[config.mk]
export PLATFORM = sky130hd
export DESIGN_NAME = branch_flag_unit
export DESIGN_NICKNAME = d
export VERILOG_FILES = /design/src/rtl/branch_flag_unit.sv
export SDC_FILE = /design/constraint.sdc
export NUM_CORES = 1
export LEC_CHECK = 0
export ABC_AREA = 1
export CORE_ASPECT_RATIO = 1.75
export CORE_UTILIZATION = 44
export CTS_CLUSTER_DIAMETER = 60
export DETAILED_ROUTE_END_ITERATION = 8
export PLACE_DENSITY = 0.77
export SYNTH_ARGS = -nofsm -noshare
export SYNTH_HDL_FRONTEND = slang
export SYNTH_SLANG_ARGS = --single-unit
[constraint.sdc]
create_clock -name clk -period 1.8 [get_ports clk]
set_input_delay 0.18 -clock clk [delete_from_list [all_inputs] [get_ports clk]]
set_output_delay 0.18 -clock clk [all_outputs]
set_load 0.005 [all_outputs]
[src/rtl/branch_flag_unit.sv]
// Branch resolution at the consumer end of the flag path: holds NZCV, evaluates
// B / B.cond / CBZ / CBNZ and returns a registered taken/valid pair to fetch.
module branch_flag_unit #(
  parameter logic BYPASS = 1'b1,
  parameter int   CNT_W  = 16
) (
  input  logic             clk,
  input  logic             reset,
  input  logic             stall,
  input  logic             flush,
  input  logic             flag_we,
  input  logic [3:0]       alu_nzcv,
  input  logic             op_zero,
  input  logic             br_valid,
  input  logic [1:0]       br_type,
  input  logic [3:0]       br_cond,
  output logic [3:0]       flags_q,
  output logic             taken,
  output logic             taken_valid,
  output logic [CNT_W-1:0] taken_count
);

  localparam logic [CNT_W-1:0] CNT_MAX = {CNT_W{1'b1}};

  // A64 condition evaluation over {N,Z,C,V}; NV (1111) behaves as always.
  function automatic logic cond_eval(input logic [3:0] nzcv, input logic [3:0] cc);
    logic n, z, c, v, r;
    n = nzcv[3];
    z = nzcv[2];
    c = nzcv[1];
    v = nzcv[0];
    case (cc)
      4'b0000: r = z;
      4'b0001: r = ~z;
      4'b0010: r = c;
      4'b0011: r = ~c;
      4'b0100: r = n;
      4'b0101: r = ~n;
      4'b0110: r = v;
      4'b0111: r = ~v;
      4'b1000: r = c & ~z;
      4'b1001: r = ~c | z;
      4'b1010: r = (n == v);
      4'b1011: r = (n != v);
      4'b1100: r = ~z & (n == v);
      4'b1101: r = z | (n != v);
      4'b1110: r = 1'b1;
      4'b1111: r = 1'b1;
      default: r = 1'b1;
    endcase
    return r;
  endfunction

  logic             accept_s;
  logic             flag_wr_s;
  logic [3:0]       flag_src_s;
  logic             decision_s;
  logic [3:0]       flags_d;
  logic             taken_q, taken_d;
  logic             valid_q, valid_d;
  logic [CNT_W-1:0] count_q, count_d;

  assign accept_s  = br_valid & ~stall & ~flush;
  assign flag_wr_s = flag_we & ~stall & ~flush;

  assign taken       = taken_q;
  assign taken_valid = valid_q;
  assign taken_count = count_q;

  // Decision for the current request; B.cond may see this cycle's ALU flags.
  always_comb begin
    flag_src_s = flags_q;
    decision_s = 1'b0;
    if (BYPASS && flag_we) begin
      flag_src_s = alu_nzcv;
    end else begin
      flag_src_s = flags_q;
    end
    case (br_type)
      2'b00:   decision_s = 1'b1;
      2'b01:   decision_s = cond_eval(flag_src_s, br_cond);
      2'b10:   decision_s = op_zero;
      2'b11:   decision_s = ~op_zero;
      default: decision_s = 1'b0;
    endcase
  end

  // Next-state: flush clears the result, stall holds it, otherwise one result per request.
  always_comb begin
    flags_d = flags_q;
    taken_d = 1'b0;
    valid_d = 1'b0;
    count_d = count_q;
    if (flag_wr_s) begin
      flags_d = alu_nzcv;
    end else begin
      flags_d = flags_q;
    end
    if (flush) begin
      taken_d = 1'b0;
      valid_d = 1'b0;
    end else if (stall) begin
      taken_d = taken_q;
      valid_d = valid_q;
    end else if (br_valid) begin
      taken_d = decision_s;
      valid_d = 1'b1;
    end else begin
      taken_d = 1'b0;
      valid_d = 1'b0;
    end
    if (accept_s && decision_s && (count_q != CNT_MAX)) begin
      count_d = count_q + CNT_W'(1);
    end else begin
      count_d = count_q;
    end
  end

  // State registers.
  always_ff @(posedge clk or negedge reset) begin
    if (!reset) begin
      flags_q <= 4'b0000;
      taken_q <= 1'b0;
      valid_q <= 1'b0;
      count_q <= '0;
    end else begin
      flags_q <= flags_d;
      taken_q <= taken_d;
      valid_q <= valid_d;
      count_q <= count_d;
    end
  end

endmodule

==> impl_metrics.env <==
export IMPL_outcome="completed"
export IMPL_grt_max_degree=23
export IMPL_synthArstFlopShare_pct=100
export IMPL_hold_violations=0
export IMPL_portBuffers=38
export IMPL_synth_edf_count=0
export IMPL_grt_first_pass_wirelength_um=7040
export IMPL_placed_cell_area_mm2=0.00217
export IMPL_post_route_period_util_pct=96.9
export IMPL_use_met1_pct=25.4
export IMPL_synth_compound_area_share_pct=1.95
export IMPL_viasPerCell=5.24
export IMPL_synth_seq_area_share_pct=35.7
export IMPL_vias=1772
export IMPL_worstPathArrival_ns=1.91
export IMPL_initial_core_util_pct=45.8
export IMPL_place_congestion=0.949
export IMPL_avgRoutedWirePerCell_um=13.3
export IMPL_ir_drop_mv=0.473
export IMPL_die_area_mm2=0.00375
export IMPL_path_max_fanout=6
export IMPL_grtUsageMet3_pct=2.70
export IMPL_use_met2_pct=50.1
export IMPL_finalSetupViolCount=0
export IMPL_cp_end_kind="flop"
export IMPL_ctsLongestPathBuffers=2
export IMPL_yosysMostFrequentCell="nand2_1"
export IMPL_n_fill_cell=300
export IMPL_cts_tree="built"
export IMPL_clock_sinks=22
export IMPL_netlist_instances=225
export IMPL_cts_buffers=3
export IMPL_first_pass_iters=4
export IMPL_synthFlopType="dfrtp_1"
export IMPL_synth_fa_ha_area_share_pct=0.812
export IMPL_min_delay_path_class="primary input to async pin"
export IMPL_io_pins=39
export IMPL_critPathKind="flop to flop"
export IMPL_finalClockSkew_ns=0.00168
export IMPL_first_global_vias=1716
export IMPL_p_leak_nw=1.16
export IMPL_worst_ep_required_time_ns=1.96
export IMPL_overflow=0
export IMPL_ctsHoldBuffers=0
export IMPL_antenna_found_initial=0
export IMPL_finalWirelength_um=4510
export IMPL_muxShareOfSynthArea_pct=1.46
export IMPL_h_tree_depth=1
export IMPL_synthSimpleGateAreaFrac_pct=43.8
export IMPL_area_growth_pct=50.6
export IMPL_ys_ff_latch=22
export IMPL_track_usage_pct=25.7
export IMPL_worst_setup_path_start_kind="flop"
export IMPL_fin_area_mm2=0.00232
export IMPL_syn_avg_cell_area_um2=6.85
export IMPL_cts_root_buf="clkbuf_8"
export IMPL_cts_clk_slew_worst_paths_ns=0.08
export IMPL_grt_setup_unrepaired="true"
export IMPL_drv_slew=0
export IMPL_synth_top_family_by_area="simple AND/OR/NAND/NOR gates"
export IMPL_top_usage_layer="met2"
export IMPL_synth_nets=243
export IMPL_yosys_top_cells_area="dfrtp_1, nand2_1, nand4_1"
export IMPL_synthXorXnorAreaFrac_pct=7.95
export IMPL_core_area_mm2=0.00336
export IMPL_yosysWarningCount=0
export IMPL_drc=0
export IMPL_synth_common_cells="nand2_1, dfrtp_1, inv_1"
export IMPL_fin_nets=312
export IMPL_layout_drive_gt1_share_pct=19.1
export IMPL_synth_distinct_cells=28
export IMPL_synth_top_area_share_pct=35.7
export IMPL_die_h_um=80.3
export IMPL_insertion_delay_ns=0.27
export IMPL_slew_headroom_pct=71.3
export IMPL_drv_cap=0
export IMPL_synth_largest_area_cell="dfrtp_1"
export IMPL_rows=28
export IMPL_tightest_slew_ns=0.427
export IMPL_clock_fmax_mhz=573
export IMPL_diodes=0
export IMPL_ant_nets=0
export IMPL_final_util_pct=69.0
export IMPL_p_per_area_mw_per_mm2=679
export IMPL_fin_crit_ns=1.74
export IMPL_hpwl_um=3310
export IMPL_drt_iter0_markers=84
export IMPL_syn_area_mm2=0.00154
export IMPL_die_w_um=46.7
[flip-flops by register name, summed over array words and instances, names as in the netlist]
| name | cells |
|---|---|
| flags_q | 4 |
| taken | 1 |
| taken_count | 16 |
| taken_valid | 1 |
[routing by layer]
layer | part of all wire (%) | vias to the layer above
met3 | 3.9 | 12
met4 | 2.7 | 0
met1 | 36 | 847
met5 | 0 | -
met2 | 58 | 54
li1 | - | 859
[power breakdown]
| group | total (mW) | switching, mW | internal, mW |
|---|---|---|---|
| Clock | 0.465 | 0.167 | 0.297 |
| Combinational | 0.517 | 0.235 | 0.283 |
| Sequential | 0.595 | 0.0489 | 0.546 |
[worst max-delay path, stage by stage (launching register included)]
cell     delay [ns]
dfrtp_1        0.40
ha_4           0.16
nand2_2        0.08
nor2_4         0.10
nand2_2        0.07
or4_4          0.50
buf_6          0.17
nand4_1        0.10
nand2_1        0.06
[worst paths after layout]
path                                 from         endpoint  slack (ns)  cells after the start
max                        taken_count[1]   taken_count[8]        0.06                      8
min                                 reset   taken_count[6]        0.25                      2
max reg2reg                taken_count[1]   taken_count[8]        0.06                      8
min reg2reg                   taken_valid      taken_valid        0.53                      2
max in group asynchronous           reset  taken_count[10]        1.32                      2
min in group clk              taken_valid      taken_valid        0.53                      2
[layout by cell type, fill, tap and decap left out, drive strengths merged]
| cell type | instances |
|---|---|
| dlygate4sd2 | 1 |
| buf | 31 |
| nor2 | 15 |
| nand2 | 91 |
| nor4 | 1 |
| inv | 22 |
| dfrtp | 22 |
| xnor2 | 5 |
| ha | 1 |
| nor3 | 6 |
| nand4 | 17 |
| dlymetal6s2s | 2 |
| or4 | 1 |
| clkbuf | 3 |
| or2 | 1 |
| and2 | 1 |
| o21ai | 5 |
| a21oi | 1 |
| nand3 | 19 |
| xor2 | 9 |
| mux2 | 2 |
| clkinv | 1 |
| bufinv | 1 |
| clkdlybuf4s50 | 35 |
[cells by family after synthesis]
group	count (synthesis)
and+or+nand+nor	151
buffers and inverters	29
DFF	22
xor gates and xnor gates	14
AOI/OAI and AO/OA	6
muxes	2
adders and majority gates	1
[cell type report]
cell class | instances | area [um^2] | share of cell area (%)
repair buffers | 69 | 632 | 27.2
flip-flops and latches | 22 | 551 | 23.7
inverters | 23 | 86.3 | 3.72
well taps | 45 | 56.3 | 2.43
multi-input cells | 175 | 925 | 39.8
clock inverters | 1 | 30.0 | 1.29
clock buffers | 3 | 41.3 | 1.78
[metrics by stage]
| step | hold WS [ns] | total power, mW | TNS, ns | std cells | setup slack (ns) |
|---|---|---|---|---|---|
| 6_report | 0.254 | 1.58 | 0 | 338 | 0.0555 |
| 5_1_grt | 0.287 | 1.66 | -0.263 | 338 | -0.0482 |
| 4_1_cts | 0.270 | 1.54 | 0 | 335 | 0.0385 |
| 3_5_place_dp | 0.515 | 1.07 | -5.91 | 331 | -0.368 |
| 3_3_place_gp | 0.505 | 1.06 | -4.78 | 331 | -0.296 |
| 2_1_floorplan | -0.116 | 0.797 | 0 | 225 | 0.000107 |
[repair_timing]
item	in CTS	in global routing
pin swaps	0	2
gates resized for setup	2	14
buffers inserted	0	2
hold endpoints to repair	0	0
setup endpoints to repair	16	17
cloned	0	1
No activity file was read; power rests on OpenSTA's default activity.
